## src/rtl/bp_be_cache_req_arbiter.sv

```systemverilog
// Two-requester arbiter for the single LCE cache request port. The port is granted
// round-robin, held through metadata and completion, and strobes go to the owner only.
module bp_be_cache_req_arbiter #(
  parameter int req_width_p      = 64,
  parameter int metadata_width_p = 8
) (
  input  logic                        clk_i,
  input  logic                        reset_n_i,

  input  logic [req_width_p-1:0]      req0_i,
  input  logic                        req0_v_i,
  output logic                        req0_ready_o,
  input  logic [metadata_width_p-1:0] req0_metadata_i,
  input  logic                        req0_metadata_v_i,
  output logic                        req0_critical_o,
  output logic                        req0_complete_o,

  input  logic [req_width_p-1:0]      req1_i,
  input  logic                        req1_v_i,
  output logic                        req1_ready_o,
  input  logic [metadata_width_p-1:0] req1_metadata_i,
  input  logic                        req1_metadata_v_i,
  output logic                        req1_critical_o,
  output logic                        req1_complete_o,

  output logic [req_width_p-1:0]      cache_req_o,
  output logic                        cache_req_v_o,
  input  logic                        cache_req_ready_i,
  output logic [metadata_width_p-1:0] cache_req_metadata_o,
  output logic                        cache_req_metadata_v_o,
  input  logic                        cache_req_critical_i,
  input  logic                        cache_req_complete_i,

  output logic                        busy_o,
  output logic                        owner_o
);

  typedef enum logic [1:0] {
    e_idle = 2'd0,
    e_meta = 2'd1,
    e_busy = 2'd2
  } state_e;

  state_e state_q, state_d;
  logic   owner_q, owner_d;
  logic   prio_q, prio_d;
  logic   meta_seen_q, meta_seen_d;

  logic   sel_s;
  logic   sel_v_s;
  logic   own_meta_v_s;

  // Grant selection: a lone requester wins outright, ties go to the priority holder.
  always_comb begin
    sel_s = prio_q;
    if (req0_v_i && !req1_v_i) begin
      sel_s = 1'b0;
    end else if (req1_v_i && !req0_v_i) begin
      sel_s = 1'b1;
    end else begin
      sel_s = prio_q;
    end
    sel_v_s      = sel_s ? req1_v_i : req0_v_i;
    own_meta_v_s = owner_q ? req1_metadata_v_i : req0_metadata_v_i;
  end

  // Next-state logic; complete always returns to IDLE, even before metadata arrives.
  always_comb begin
    state_d     = state_q;
    owner_d     = owner_q;
    prio_d      = prio_q;
    meta_seen_d = meta_seen_q;
    case (state_q)
      e_idle: begin
        meta_seen_d = 1'b0;
        if (sel_v_s && cache_req_ready_i) begin
          owner_d = sel_s;
          prio_d  = ~sel_s;
          state_d = e_meta;
        end else begin
          state_d = e_idle;
        end
      end
      e_meta: begin
        if (cache_req_complete_i) begin
          state_d = e_idle;
        end else if (own_meta_v_s) begin
          meta_seen_d = 1'b1;
          state_d     = e_busy;
        end else begin
          state_d = e_meta;
        end
      end
      e_busy: begin
        if (cache_req_complete_i) begin
          state_d = e_idle;
        end else begin
          state_d = e_busy;
        end
      end
      default: begin
        state_d = e_idle;
      end
    endcase
  end

  // State register with synchronous active-low reset.
  always_ff @(posedge clk_i) begin
    if (!reset_n_i) begin
      state_q     <= e_idle;
      owner_q     <= 1'b0;
      prio_q      <= 1'b0;
      meta_seen_q <= 1'b0;
    end else begin
      state_q     <= state_d;
      owner_q     <= owner_d;
      prio_q      <= prio_d;
      meta_seen_q <= meta_seen_d;
    end
  end

  // Output routing; everything is held at zero while reset is asserted so an
  // aborted transaction never sees a strobe.
  always_comb begin
    req0_ready_o           = 1'b0;
    req1_ready_o           = 1'b0;
    req0_critical_o        = 1'b0;
    req1_critical_o        = 1'b0;
    req0_complete_o        = 1'b0;
    req1_complete_o        = 1'b0;
    cache_req_o            = '0;
    cache_req_v_o          = 1'b0;
    cache_req_metadata_o   = '0;
    cache_req_metadata_v_o = 1'b0;
    busy_o                 = 1'b0;
    owner_o                = 1'b0;
    if (reset_n_i) begin
      owner_o = owner_q;
      busy_o  = (state_q != e_idle);
      case (state_q)
        e_idle: begin
          cache_req_o   = sel_s ? req1_i : req0_i;
          cache_req_v_o = sel_v_s;
          if (sel_s) begin
            req1_ready_o = cache_req_ready_i;
          end else begin
            req0_ready_o = cache_req_ready_i;
          end
        end
        e_meta, e_busy: begin
          if (state_q == e_meta) begin
            cache_req_metadata_o   = owner_q ? req1_metadata_i : req0_metadata_i;
            cache_req_metadata_v_o = own_meta_v_s && !meta_seen_q;
          end else begin
            cache_req_metadata_v_o = 1'b0;
          end
          if (owner_q) begin
            req1_critical_o = cache_req_critical_i;
            req1_complete_o = cache_req_complete_i;
          end else begin
            req0_critical_o = cache_req_critical_i;
            req0_complete_o = cache_req_complete_i;
          end
        end
        default: begin
          busy_o = 1'b0;
        end
      endcase
    end else begin
      owner_o = 1'b0;
    end
  end

endmodule

```

## config.mk

```make
export PLATFORM = sky130hd
export DESIGN_NAME = bp_be_cache_req_arbiter
export DESIGN_NICKNAME = d
export VERILOG_FILES = /design/src/rtl/bp_be_cache_req_arbiter.sv
export SDC_FILE = /design/constraint.sdc
export NUM_CORES = 1
export LEC_CHECK = 0
export CAP_MARGIN = 20
export CELL_PAD_IN_SITES_DETAIL_PLACEMENT = 0
export CELL_PAD_IN_SITES_GLOBAL_PLACEMENT = 1
export CORE_ASPECT_RATIO = 1.5
export CORE_UTILIZATION = 15
export CTS_CLUSTER_SIZE = 28
export DETAILED_ROUTE_END_ITERATION = 8
export PLACE_DENSITY_LB_ADDON = 0.1
export RECOVER_POWER = 100
export SLEW_MARGIN = 25
export SYNTH_ARGS = -nofsm -noshare
export SYNTH_HDL_FRONTEND = slang
export SYNTH_SLANG_ARGS = --single-unit
export TNS_END_PERCENT = 1
```

## constraint.sdc

```tcl
create_clock -name clk_i -period 2.15 [get_ports clk_i]
set_input_delay 0.43 -clock clk_i [delete_from_list [all_inputs] [get_ports clk_i]]
set_output_delay 0.43 -clock clk_i [all_outputs]
set_load 0.005 [all_outputs]
```

Word level (Yosys, flattened, before mapping):

Index checks and enable logic that the tools add are counted.

* equal/unequal tests: 4
* bitwise operators: 1
* muxes and demuxes: 45
* reduce and logical (&&, ||, !) cells: 14

Operators by type and width (number)
* $mux 64: 3
* $mux 1: 33
* $mux 8: 4
* $mux 2: 3
* $pmux 2 s3: 1
* $logic_and 1x1->1: 4
* $ne 2x2->1 const B: 2
* $reduce_bool 2->1: 2
* $logic_not 1->1: 3
* $reduce_and 3->1: 1
* $reduce_or 3->1: 1
* $eq 2x1->1 const B: 1
* $eq 2x2->1 const B: 1
* $logic_not 2->1: 1
* $pmux 1 s2: 1
* $reduce_and 2->1: 1
* $reduce_or 2->1: 1
* $not 1->1: 1

* logic and storage cells: 68
* output and inout bits: 82
* register bits after elaboration: 5

Longest topological paths before layout:

* word-level depth: 8
* gate-level depth with buffers: 8

Worst setup path after synthesis:

OpenSTA, ideal clock, no wires.

* path kind: reg-to-output
* start point: register state_q[0]
* end point: output cache_req_o[28]
* stages on the path, launching flop included: 9
* arrival: 1.380 ns
* path buffers: 3
* slack: 0.340 ns
* cells stage by stage: dfxtp_1 -> inv_1 -> ha_1 -> and2_1 -> clkbuf_1 -> buf_4 -> buf_2 -> nand2_1 -> mux2i_1

* longest elaborated chain between the ends: 3

RTL lines
* start: declaration: RTL line 44 `state_e state_q, state_d;`
* start signal: assignment: RTL line 110 `state_q <= e_idle;`
* start signal: assignment: RTL line 115 `state_q <= state_d;`
* $logic_not 2->1: RTL line 140 `case (state_q)`
* $mux 64: RTL line 140
* $mux 64: RTL line 137 `if (reset_n_i) begin`
* end: declaration: RTL line 26 `output logic [req_width_p-1:0] cache_req_o,`

Every way passes these cells.

Worst setup path in the final report:

* start point: input req0_v_i
* end point: output cache_req_o[44]

* longest elaborated chain between the ends: 7

RTL lines
* start: declaration: RTL line 11 `input logic req0_v_i,`
* $logic_not 1->1: RTL line 58 `end else if (req1_v_i && !req0_v_i) begin`
* $logic_and 1x1->1: RTL line 58
* $mux 1: RTL line 58
* $mux 1 (*): RTL line 56 `if (req0_v_i && !req1_v_i) begin`
* $mux 64 (*): RTL line 142 `cache_req_o = sel_s ? req1_i : req0_i;`
* $mux 64 (*): RTL line 140
* $mux 64 (*): RTL line 137

Every way passes the cells marked *; elsewhere a longest branch is shown, timed or not.

==> key figures <==
Clock tree
  – Clk pin slew, worst setup/hold paths: roughly 0.040 ns
  – Clock buffer depth: 2
  – Root Driver: clkbuf_16
  – Num CTS Buffers: 3
  – H-tree lvl count: 1
  – Clock Sinks: 5
  – Clk_lat worst skew: about 0.23 ns
  – CTS tree: done
  – # hold bufs at CTS: 0

STA
  – Setup ws final: -0.2649 ns
  – Total negative slack: -1.158 ns
  – Final min period: ~2.4 ns
  – Fmax: 414.1 MHz
  – Slew headroom: around three quarters
  – Final Slew Violations: 0
  – Setup Viol. Count Final: 13
  – Final setup skew: between 0.0015 and 0.002 ns
  – Final worst-path cycle share: 112.3%
  – Final Hold Viols: 0
  – Worst-margin pin slew: 0.3871 ns
  – RSZ-0062 raised after global routing: true

Synth
  – Synthesized flop and latch total: 5
  – Synth top area cells: mux2i_1 (41%), nand2_1 (29%), dfxtp_1 (5.7%)
  – Synth Warn #: 0
  – Area leader, netlist: mux2i_1
  – Post-synth EDFFs: 0
  – Synth Instances: ~280
  – Predominant post-synthesis flop cell: dfxtp_1
  – Sequential element share of the synthesized area: 5.686%
  – Yosys top cell area share: between 40% and 50%
  – Synth unique cells: 29
  – Synthesized netlist net count: 440
  – Ys async rst share: 0%
  – Syn Area/Cell: roughly 6.2 um^2
  – Cell Area, Synth: approximately 1800 um^2

Worst hold path
  – Hold EP: meta_seen_q
  – Worst Hold Launch: meta_seen_q
  – Hold path depth: 2
  – Hold WC Path Type: reg2reg

Setup path
  – Worst reg-to-reg setup slack: approximately 0.88 ns
  – Critical Path, Cell by Cell: dlygate4sd2_1 > maj3_4 > buf_12 > mux2i_4 > clkdlybuf4s50_1
  – Worst path max stage delay: between 0.5 and 0.6 ns
  – Setup Crit Path Kind: in2out
  – FF-to-FF path depth: 5
  – FF-to-FF End: prio_q
  – CP Launch Type: primary input
  – Crit end category: output pin
  – FF-to-FF Start: state_q[0]
  – Critical path buffers and inverters: 3
  – Req. time, crit path: 1.72 ns
  – Critical Path Fanout Max: 23
  – Top delay family on crit path: buffers and inverters
  – Crit-path slowest cell: clkdlybuf4s50_1
  – WP data arrival: ~2 ns

Layout
  – Final Util: 37.63%
  – Non-filler instance count after layout: about 670
  – N_diodes: 0
  – Register area: between 100 and 150 um^2
  – Multi-input logic area: between 1500 and 2000 um^2
  – Area grow syn2layout: 145.2%
  – Fin nets: approximately 680
  – Final Cell Area: between 4000 and 5000 um^2
  – Fillers: ~1200
  – Share of layout cells above drive strength 1: 18.55%

Drt
  – Routed WL: just under 9 mm
  – Initial DRC count: 45
  – Vias per cell: between 4 and 5
  – TritonRoute pass-1 iters: 4
  – Vias: ~2700
  – Drt wl/cell: approximately 13 um
  – DRC: 0
  – Number of nets with antenna violations after routing: 0

GRT
  – Vias in the first global route: ~2600
  – Total track usage: a little over an eighth
  – First-pass GRT wire length: 13.14 mm
  – Antenna violations before repair: 0
  – Pin count of the biggest net entering global routing: between 50 and 60
  – Grt ovf: 0

Placement
  – RePlAce Congestion: 0.7135
  – Placed instance area: 4390 um^2
  – DP HPWL: about 7 mm
  – Port Buf Inserts: ~230
  – Dpl cells: 665

Job
  – Max-cap violations: 0

Run status
  – Failing checks: negative setup slack
  – Status: finished with violations

Pwr
  – Pleak: around 2.2 nW
  – Cell Pwr Density: 299.4 nW/um^2
  – Peak VDD IR: roughly 0.19 mV

Floorplanning
  – Initial core utilization: 15.35%
  – Die Height: around 130 um
  – Ports: about 240
  – Die area: around 12000 um^2
  – FP Rows: 48
  – Die width: between 90 and 100 um
  – Core area: between 10000 and 15000 um^2
-- worst reg2reg max path: cells and delay by family, from the launching register on --
family / cells / cell delay (ns)
flip-flops: 1 / 0.32
AO/OA/AOI/OAI: 1 / 0.26
buffers and inverters: 2 / 0.21
adder cells (fa/ha/maj): 1 / 0.20
AND/OR/NAND/NOR: 1 / 0.18
-- metrics by stage --
stage	hold WS, ns	setup WS, ns	power (mW)
after global placement	0.4816	-0.6502	1.048
final	0.4972	-0.2649	1.293
after detailed placement	0.4969	-0.6468	1.049
after CTS	0.5016	-0.3270	1.313
after global routing	0.5664	-0.3245	1.383
after floorplan	0.4642	0.3396	0.4462
-- layout by cell type (no fill, tap or decap), types with 2 or more instances in the layout --
| master | n |
|---|---|
| nor2_1 | 11 |
| buf_2 | 10 |
| clkbuf_4 | 2 |
| nand2b_1 | 2 |
| mux2i_1 | 67 |
| dlymetal6s2s_1 | 5 |
| mux2i_2 | 2 |
| nor2b_1 | 2 |
| clkdlybuf4s15_1 | 3 |
| clkdlybuf4s15_2 | 2 |
| and3_1 | 3 |
| buf_12 | 6 |
| dfxtp_1 | 5 |
| clkbuf_2 | 45 |
| o211ai_1 | 2 |
| mux2i_4 | 3 |
| inv_1 | 5 |
| a21oi_1 | 2 |
| dlygate4sd2_1 | 13 |
| inv_2 | 2 |
| nand2_1 | 133 |
| clkdlybuf4s50_1 | 157 |
| clkbuf_16 | 5 |
| buf_4 | 16 |
| ha_1 | 4 |
-- metal layers --
layer / track usage (%) / wire length (um) / up-vias
met5: 0 / 0 / -
met4: 3.495 / 123 / 0
met3: 2.928 / 640 / 9
met2: 27.95 / 5065 / 129
met1: 13.39 / 3038 / 1186
li1: - / - / 1404
-- cells by family (layout without fill, tap and decap cells) --
kind of cell | count (synthesis) | after routing | synth area share [%]
and+or+nand+nor | 158 | 158 | 35.47
adders and majority gates | 5 | 5 | 3.483
AOI/OAI and AO/OA | 10 | 10 | 3.625
buffers and inverters | 32 | 272 | 10.16
DFF | 5 | 5 | 5.686
muxes | 73 | 73 | 41.58
-- sequential cells by signal (all words and copies together) (netlist names) --
name and cells:
meta_seen_q 1, owner_q 1, prio_q 1, state_q 2
-- worst max path at each step --
stage                 endpoint  cells after the start  slack (ns)  startpoint
6_report       cache_req_o[44]                      5       -0.26    req0_v_i
5_1_grt           req1_ready_o                      7       -0.32  state_q[0]
4_1_cts         cache_req_o[3]                      7       -0.33  state_q[0]
3_5_place_dp   cache_req_o[63]                      6       -0.65    req1_v_i
3_3_place_gp   cache_req_o[63]                      6       -0.65    req1_v_i
2_1_floorplan  cache_req_o[28]                      8        0.34  state_q[0]
-- synthesized netlist by cell type (2+ instances only) --
master,instances
clkbuf_1,4
buf_6,5
and2_1,3
inv_1,6
mux2i_1,72
ha_1,4
nor2b_1,2
and3_1,3
nor2_1,11
nand2_1,134
buf_2,14
a21oi_1,2
o211ai_1,2
dfxtp_1,5
nand2b_1,2
-- report_power, final --
| part | total (mW) | internal [mW] | switching (mW) |
|---|---|---|---|
| Clock | 0.315 | 0.246 | 0.0687 |
| Sequential | 0.101 | 0.0980 | 0.00252 |
| Combinational | 0.877 | 0.539 | 0.337 |
-- final cells by class --
cell class	instances	area share [%]
Tap cell	150	4.348
Sequential cell	5	2.319
Multi-Input combinational cell	246	35.74
Timing Repair Buffer	261	55.16
Clock buffer	4	1.826
Inverter	7	0.6087
-- timing repair --
action                                  CTS  global route
pin swaps                                 1             2
buffers inserted                          0             2
resized for setup                       110           105
cloned                                    0             2
endpoints found under the setup margin   81            76
Note: power is estimated with default switching activity, not from simulation.
